**config.mk**
```make
export PLATFORM = sky130hd
export DESIGN_NAME = flag_unit_flat
export DESIGN_NICKNAME = d
export VERILOG_FILES = /design/src/rtl/flag_unit_if.sv /design/src/rtl/flag_unit.sv /design/src/flat_wrapper.sv
export SDC_FILE = /design/constraint.sdc
export NUM_CORES = 1
export LEC_CHECK = 0
export CORE_MARGIN = 4
export CORE_UTILIZATION = 49
export CTS_BUF_LIST = sky130_fd_sc_hd__clkbuf_4 sky130_fd_sc_hd__clkbuf_8
export DETAILED_ROUTE_END_ITERATION = 8
export PLACE_DENSITY = 0.83
export SETUP_SLACK_MARGIN = 0.02
export SYNTH_ARGS = -nofsm -noshare
export SYNTH_HDL_FRONTEND = slang
export SYNTH_SLANG_ARGS = --single-unit
```
**constraint.sdc**
```tcl
create_clock -name clk -period 3.4 [get_ports clk]
set_input_delay 0.68 -clock clk [delete_from_list [all_inputs] [get_ports clk]]
set_output_delay 0.68 -clock clk [all_outputs]
set_load 0.05 [all_outputs]
```
**src/rtl/flag_unit_if.sv**
```systemverilog
// EX/ID-side bundle for the flag unit: ALU result in, branch decision
// and statistics out.
interface flag_unit_if;
  logic        ex_valid;
  logic        ex_flush;
  logic        stall;
  logic [3:0]  ex_alu_op;
  logic [15:0] ex_alu_out;
  logic        ex_ovfl;
  logic        id_br_valid;
  logic [2:0]  id_cond;
  logic        cnt_clr;
  logic [2:0]  flags;
  logic        br_taken;
  logic [15:0] br_cnt;
  logic [15:0] br_taken_cnt;

  modport master (
    output ex_valid, ex_flush, stall, ex_alu_op,
    output ex_alu_out, ex_ovfl, id_br_valid, id_cond,
    output cnt_clr,
    input  flags, br_taken, br_cnt, br_taken_cnt
  );

  modport slave (
    input  ex_valid, ex_flush, stall, ex_alu_op,
    input  ex_alu_out, ex_ovfl, id_br_valid, id_cond,
    input  cnt_clr,
    output flags, br_taken, br_cnt, br_taken_cnt
  );
endinterface

```
**src/rtl/flag_unit.sv**
```systemverilog
// Z/V/N flag register with EX->ID forwarding, branch condition
// evaluation and saturating branch statistics.
module flag_unit (
  input  logic        clk,
  input  logic        rst,
  flag_unit_if.slave  bus
);
  logic [2:0]  flags_q;
  logic [2:0]  flags_next;
  logic [2:0]  cand;
  logic [2:0]  mask;
  logic        live;
  logic        z, v, n;
  logic        cond_true;
  logic [15:0] br_cnt_q;
  logic [15:0] tk_cnt_q;

  assign live = bus.ex_valid & ~bus.ex_flush;
  assign cand = {(bus.ex_alu_out == 16'h0000),
                 bus.ex_ovfl,
                 bus.ex_alu_out[15]};

  always_comb begin
    mask = 3'b000;
    unique case (1'b1)
      (bus.ex_alu_op == 4'b0000): mask = 3'b111;
      (bus.ex_alu_op == 4'b0001),
      (bus.ex_alu_op == 4'b0011),
      (bus.ex_alu_op == 4'b0100),
      (bus.ex_alu_op == 4'b0101): mask = 3'b100;
      default:                    mask = 3'b000;
    endcase
  end

  assign flags_next = live ? ((cand & mask) | (flags_q & ~mask))
                           : flags_q;
  assign {z, v, n} = flags_next;

  // Branch sees flags_next so a setter directly ahead needs no bubble
  always_comb begin
    cond_true = 1'b0;
    case (bus.id_cond)
      3'b000:  cond_true = ~z;
      3'b001:  cond_true = z;
      3'b010:  cond_true = ~z & ~n;
      3'b011:  cond_true = n;
      3'b100:  cond_true = z | (~z & ~n);
      3'b101:  cond_true = n | z;
      3'b110:  cond_true = v;
      default: cond_true = 1'b1;
    endcase
  end

  assign bus.br_taken = bus.id_br_valid & cond_true;

  always_ff @(posedge clk or posedge rst) begin
    if (rst) begin
      flags_q <= 3'b000;
    end else if (!bus.stall) begin
      flags_q <= flags_next;
    end
  end

  // Clear wins over increment and ignores stall
  always_ff @(posedge clk or posedge rst) begin
    if (rst) begin
      br_cnt_q <= 16'h0000;
      tk_cnt_q <= 16'h0000;
    end else if (bus.cnt_clr) begin
      br_cnt_q <= 16'h0000;
      tk_cnt_q <= 16'h0000;
    end else if (bus.id_br_valid && !bus.stall) begin
      if (br_cnt_q != 16'hFFFF) br_cnt_q <= br_cnt_q + 16'd1;
      if (bus.br_taken && tk_cnt_q != 16'hFFFF)
        tk_cnt_q <= tk_cnt_q + 16'd1;
    end
  end

  assign bus.flags        = flags_q;
  assign bus.br_cnt       = br_cnt_q;
  assign bus.br_taken_cnt = tk_cnt_q;
endmodule

```
**src/flat_wrapper.sv**
```systemverilog
// flat-port wrapper written by rule: the top's interface ports become plain ports
module flag_unit_flat 
  (clk, rst, bus_ex_valid, bus_ex_flush, bus_stall, bus_ex_alu_op, bus_ex_alu_out, bus_ex_ovfl, bus_id_br_valid, bus_id_cond, bus_cnt_clr, bus_flags, bus_br_taken, bus_br_cnt, bus_br_taken_cnt);
  flag_unit_if bus_i ();
  input  logic clk;
  input  logic rst;
  input wire logic [$bits(bus_i.ex_valid)-1:0] bus_ex_valid;
  input wire logic [$bits(bus_i.ex_flush)-1:0] bus_ex_flush;
  input wire logic [$bits(bus_i.stall)-1:0] bus_stall;
  input wire logic [$bits(bus_i.ex_alu_op)-1:0] bus_ex_alu_op;
  input wire logic [$bits(bus_i.ex_alu_out)-1:0] bus_ex_alu_out;
  input wire logic [$bits(bus_i.ex_ovfl)-1:0] bus_ex_ovfl;
  input wire logic [$bits(bus_i.id_br_valid)-1:0] bus_id_br_valid;
  input wire logic [$bits(bus_i.id_cond)-1:0] bus_id_cond;
  input wire logic [$bits(bus_i.cnt_clr)-1:0] bus_cnt_clr;
  output wire logic [$bits(bus_i.flags)-1:0] bus_flags;
  output wire logic [$bits(bus_i.br_taken)-1:0] bus_br_taken;
  output wire logic [$bits(bus_i.br_cnt)-1:0] bus_br_cnt;
  output wire logic [$bits(bus_i.br_taken_cnt)-1:0] bus_br_taken_cnt;
  assign bus_i.ex_valid = bus_ex_valid;
  assign bus_i.ex_flush = bus_ex_flush;
  assign bus_i.stall = bus_stall;
  assign bus_i.ex_alu_op = bus_ex_alu_op;
  assign bus_i.ex_alu_out = bus_ex_alu_out;
  assign bus_i.ex_ovfl = bus_ex_ovfl;
  assign bus_i.id_br_valid = bus_id_br_valid;
  assign bus_i.id_cond = bus_id_cond;
  assign bus_i.cnt_clr = bus_cnt_clr;
  assign bus_flags = bus_i.flags;
  assign bus_br_taken = bus_i.br_taken;
  assign bus_br_cnt = bus_i.br_cnt;
  assign bus_br_taken_cnt = bus_i.br_taken_cnt;
  flag_unit u_core (.clk(clk), .rst(rst), .bus(bus_i));
endmodule
```
[Yosys cells after proc, flatten, opt, wreduce, memory -nomap -nowiden]
Cells that the tools add are included.
Operators by class
  bitwise logic cells: 12
  add/subtract/negate cells: 2
  reduce and logical (&&, ||, !) cells: 12
  mux-type cells: 9
  eq/ne operators: 12
Operator list (number)
  $mux 16: 6
  $add 16x1->16 const B: 2
  $ne 16x16->1 const B: 2
  $logic_not 16->1: 1
  $eq 3x3->1 const B: 3
  $eq 4x3->1 const B: 2
  $pmux 1 s7: 1
  $and 3x3->3: 2
  $eq 3x2->1 const B: 2
  $pmux 3 s2: 1
  $reduce_bool 2->1: 3
  $eq 4x1->1 const B: 1
  $eq 4x2->1 const B: 1
  $logic_not 4->1: 1
  $reduce_and 2->1: 2
  $reduce_or 4->1: 1
  $and 1x1->1: 3
  $eq 3x1->1 const B: 1
  $logic_not 3->1: 1
  $mux 3: 1
  $not 1->1: 3
  $not 3->3: 1
  $or 3x3->3: 1
  $logic_and 1x1->1: 2
  2 further kinds: 3
Word-level totals
  logic and storage cells: 50
  register bits: 35
  input bits: 31
  output and inout port bits: 36

[Logic depth before layout (Yosys ltp)]
  word-level depth: 16
  mapped depth: 8

[Worst setup path before layout]
OpenSTA, ideal clock, no wires.
  path kind: input to output
  from: input port bus_ex_alu_op[3]
  to: output port bus_br_taken
  data arrival time: 3.204 ns
  data required time: 2.720 ns
  setup slack: -0.484 ns
  stages: 7
  cells stage by stage: or3b_4 > a21oi_2 > mux2i_1 > mux2_2 > a211oi_4 > buf_2 > nor3b_1
On the way
  word-level cells in the longest chain between the ends: 12
  elaborated cells on any way between the ends: 19
  classes of those cells: eq/ne (4); mux (3); bitwise (10); reduce/logical (2)
Ends and longest elaborated chain
  start, declared: RTL line flat_wrapper.sv:10  | input wire logic [$bits(bus_i.ex_alu_op)-1:0] bus_ex_alu_op;
  $eq 4x3->1 (tied with other cells): RTL line flag_unit.sv:30  | (bus.ex_alu_op == 4'b0101): mask = 3'b100;
  $reduce_or 4->1: RTL line flag_unit.sv:25  | unique case (1'b1)
  $pmux 3 s2 (*): RTL line flag_unit.sv:25
  $not 3->3: RTL line flag_unit.sv:35  | assign flags_next = live ? ((cand & mask) | (flags_q & ~mask))
  $and 3x3->3: RTL line flag_unit.sv:35
  $or 3x3->3 (*): RTL line flag_unit.sv:35
  $mux 3 (*): RTL line flag_unit.sv:35
  $not 1->1 (on tied branches): RTL line flag_unit.sv:43, flag_unit.sv:45, flag_unit.sv:47
  $and 1x1->1: RTL line flag_unit.sv:45, flag_unit.sv:47
  $or 1x1->1: RTL line flag_unit.sv:47  | 3'b100: cond_true = z | (~z & ~n);
  $pmux 1 s7 (*): RTL line flag_unit.sv:42  | case (bus.id_cond)
  $and 1x1->1 (*): RTL line flag_unit.sv:54  | assign bus.br_taken = bus.id_br_valid & cond_true;
  end, declared: RTL line flat_wrapper.sv:17  | output wire logic [$bits(bus_i.br_taken)-1:0] bus_br_taken;
Mark *: on every way between the ends. The rest lies on a longest branch, timed or not.

[Final worst setup path]
  from: input port bus_ex_alu_op[2]
  to: output port bus_br_taken
The elaborated chain is that of the path after synthesis.

==> metrics.yaml <==
layout_commonest_cell: "clkdlybuf4s50_1"
worst_pin_slew_ns: 0.8299
critPathArrivalTime_ns: 2.59
antenna_found_initial: 0
vias: 2049
start_util_pct: 50.52
n_antenna_cell: 0
portBuffers: 66
cellLeakagePower_nw: 1.238
drive_above_1_share_pct: 14.47
route.detailed.drc: 0
gp_congestion: 0.9542
grt_start_max_net_pins: 36
path_clk_slew_ns: 0.07
endpoint_kind: "output port"
async_flop_share_pct: 100.0
vdd_drop_max_uv: 190.0
period_needed_ns: 3.267
grt_pass1_vias: 2008
grt-ovfl-total: 0
final_cell_mix: "61 x clkdlybuf4s50_1, 35 x dfrtp_1, 28 x nor2_1"
cp-start-kind: "primary input"
hold_class: "flop to flop"
clockBufferDepth: 2
ys_seq_area_share_pct: 40.09
totalPowerFinal_mw: 0.9807
pwr-share-comb_pct: 21.2
slew_viol_final: 0
rows: 24
path_max_fanout: 3
synth_cell_type_count: 45
wl_per_cell_um: 15.08
crit_required_ns: 2.72
switching_share_pct: 27.62
clock.fmax_mhz: 306.1
synthFlopType: "dfrtp_1"
run_status: "complete, no violations"
synth_area_per_cell_um2: 9.416
synth-seq-cells: 35
netlist_area_um2: 2185
insertion_delay_ns: 0.28
intPower_mw: 0.7099
syn_inst: 232
final_util_pct: 71.90
seqPwrFrac_pct: 44.2
critPathKind: "primary input to output port"
clkPwrFrac_pct: 34.5
grt_pass1_wl_um: 8852
num-nets-final: 343
viasPerCell: 5.645
clock_tree.root_cell: "clkbuf_8"
finalHoldViolCount: 0
die_h_um: 74.77
dieArea_um2: 5591
htreeDepth: 2
drtIter0Drc: 109
finalWirelength_um: 5474
fin_setup_tns_ns: 0
instances_no_fill: 363
hpwlAfterDp_um: 4095
drt.antenna.violating_nets: 0
cts_tree: "yes"
cts_sinks: 35
ioPinCount: 67
rsz0062_at_grt: "false"
numCtsBuffers: 5
core_um2: 4324
finalCritPeriodShare_pct: 96.08
drtPass1Iterations: 4
synth_edf_count: 0
track_usage_pct: 20.16
yosys_warnings: 0
dp.cells: 353
die_w_um: 74.77
power_density_nw_per_um2: 315.4
drv_cap: 0
fin_worst_skew_ns: 0.002886
final-setup-viol-count: 0
power_switching_mw: 0.2708
slew_headroom_pct: 44.50
ff2ff_setup_slack_ns: 0.66
layout-area-overhead-vs-synth_pct: 42.33
syn_nets: 265
## logic make-up after synthesis
family	after synthesis	synth area share (%)
and+or+nand+nor	121	32.93
DFF	35	40.09
AOI/OAI and AO/OA	34	10.71
buffers and inverters	16	3.207
xor gates and xnor gates	12	4.811
muxes	12	7.102
adders and majority gates	2	1.145
## power by group through the flow
| stage | clock network (mW) | logic [mW] | registers (mW) |
|---|---|---|---|
| after detailed placement | 0 | 0.200 | 0.442 |
| after floorplan | 0 | 0.0833 | 0.470 |
| after global routing | 0.366 | 0.223 | 0.434 |
| final | 0.338 | 0.208 | 0.434 |
| after global placement | 0 | 0.197 | 0.441 |
| after CTS | 0.347 | 0.204 | 0.434 |
## synth_stat cells, types with 3 or more instances
cell       n  area share, %
nand3_1   12            2.7
o21ai_0    6            1.4
xnor2_1    8            3.2
xor2_1     4            1.6
dfrtp_1   35             40
o41ai_1    5            2.0
nor2_1    28            4.8
inv_1      7            1.2
nand2b_1   4            1.1
or3_1      7            2.0
clkbuf_1   6            1.0
nand4_1    8            2.3
mux2_4     6            4.1
nand2_1   14            2.4
and3_1     5            1.4
or4b_1     5            2.3
nor4_1     5            1.4
a21oi_1   15            3.4
or4_1      4            1.4
nor2b_1    9            2.6
nor4_2     4            2.3
and4_1     3            1.2
## metrics by stage
| stage | setup WS, ns | hold slack, ns | area [um^2] |
|---|---|---|---|
| after global routing | 0.05646 | 0.5799 | 3109 |
| after floorplan | 0.1750 | 0.7647 | 2196 |
| after detailed placement | -0.04056 | 0.5396 | 2965 |
| after global placement | 0.008538 | 0.5371 | 2965 |
| after CTS | 0.03196 | 0.5541 | 3080 |
| final | 0.1332 | 0.5549 | 3109 |
## area by class of cell
class | instances | area (um^2)
Inverter | 7 | 26.28
Sequential cell | 35 | 875.8
Fill cell | 336 | 1215
Clock buffer | 8 | 103.9
Tap cell | 52 | 65.06
Timing Repair Buffer | 80 | 777.0
Multi-Input combinational cell | 181 | 1261
## state kept, by name, summed over array words and instances (netlist names)
| signal | count |
|---|---|
| u_core.bus.flags | 3 |
| u_core.bus.br_cnt | 16 |
| u_core.bus.br_taken_cnt | 16 |
## layer usage
metal	vias up	GRT usage [%]	routed length [um]	part of all wire, %
met5	-	0	0	0
met4	0	5.731	87	1.6
li1	1001	-	-	-
met3	10	5.073	373	6.8
met2	77	36.29	2765	51
met1	961	23.72	2248	41
## timing repair
action,in CTS,in global routing
buffers inserted,1,1
resized for setup,1,7
endpoints found under the hold margin,0,0
setup endpoints to repair,1,1
pin swaps,1,3
hold buffers,0,0
## worst max-delay path, cell delays in order
cell	delay [ns]
clkdlybuf4s50_1	0.45
nor3_2	0.22
nand2_1	0.11
mux2_2	0.32
mux2_4	0.28
a211oi_4	0.29
nor3b_4	0.07
buf_6	0.16
## worst paths after layout
check / end / cells past startpoint / from
setup / recovery: bus_br_taken / 8 / bus_ex_alu_op[2]
hold / removal: u_core.bus.flags[2]$_DFFE_PP0N_ / 2 / u_core.bus.flags[2]$_DFFE_PP0N_
setup reg to reg: u_core.bus.br_taken_cnt[10]$_DFFE_PP0P_ / 7 / u_core.bus.br_taken_cnt[3]$_DFFE_PP0P_
hold reg to reg: u_core.bus.flags[2]$_DFFE_PP0N_ / 2 / u_core.bus.flags[2]$_DFFE_PP0N_
max in group asynchronous: u_core.bus.br_cnt[14]$_DFFE_PP0P_ / 3 / rst
min in group asynchronous: u_core.bus.br_cnt[9]$_DFFE_PP0P_ / 3 / rst
(Power assumes the default switching activity.)
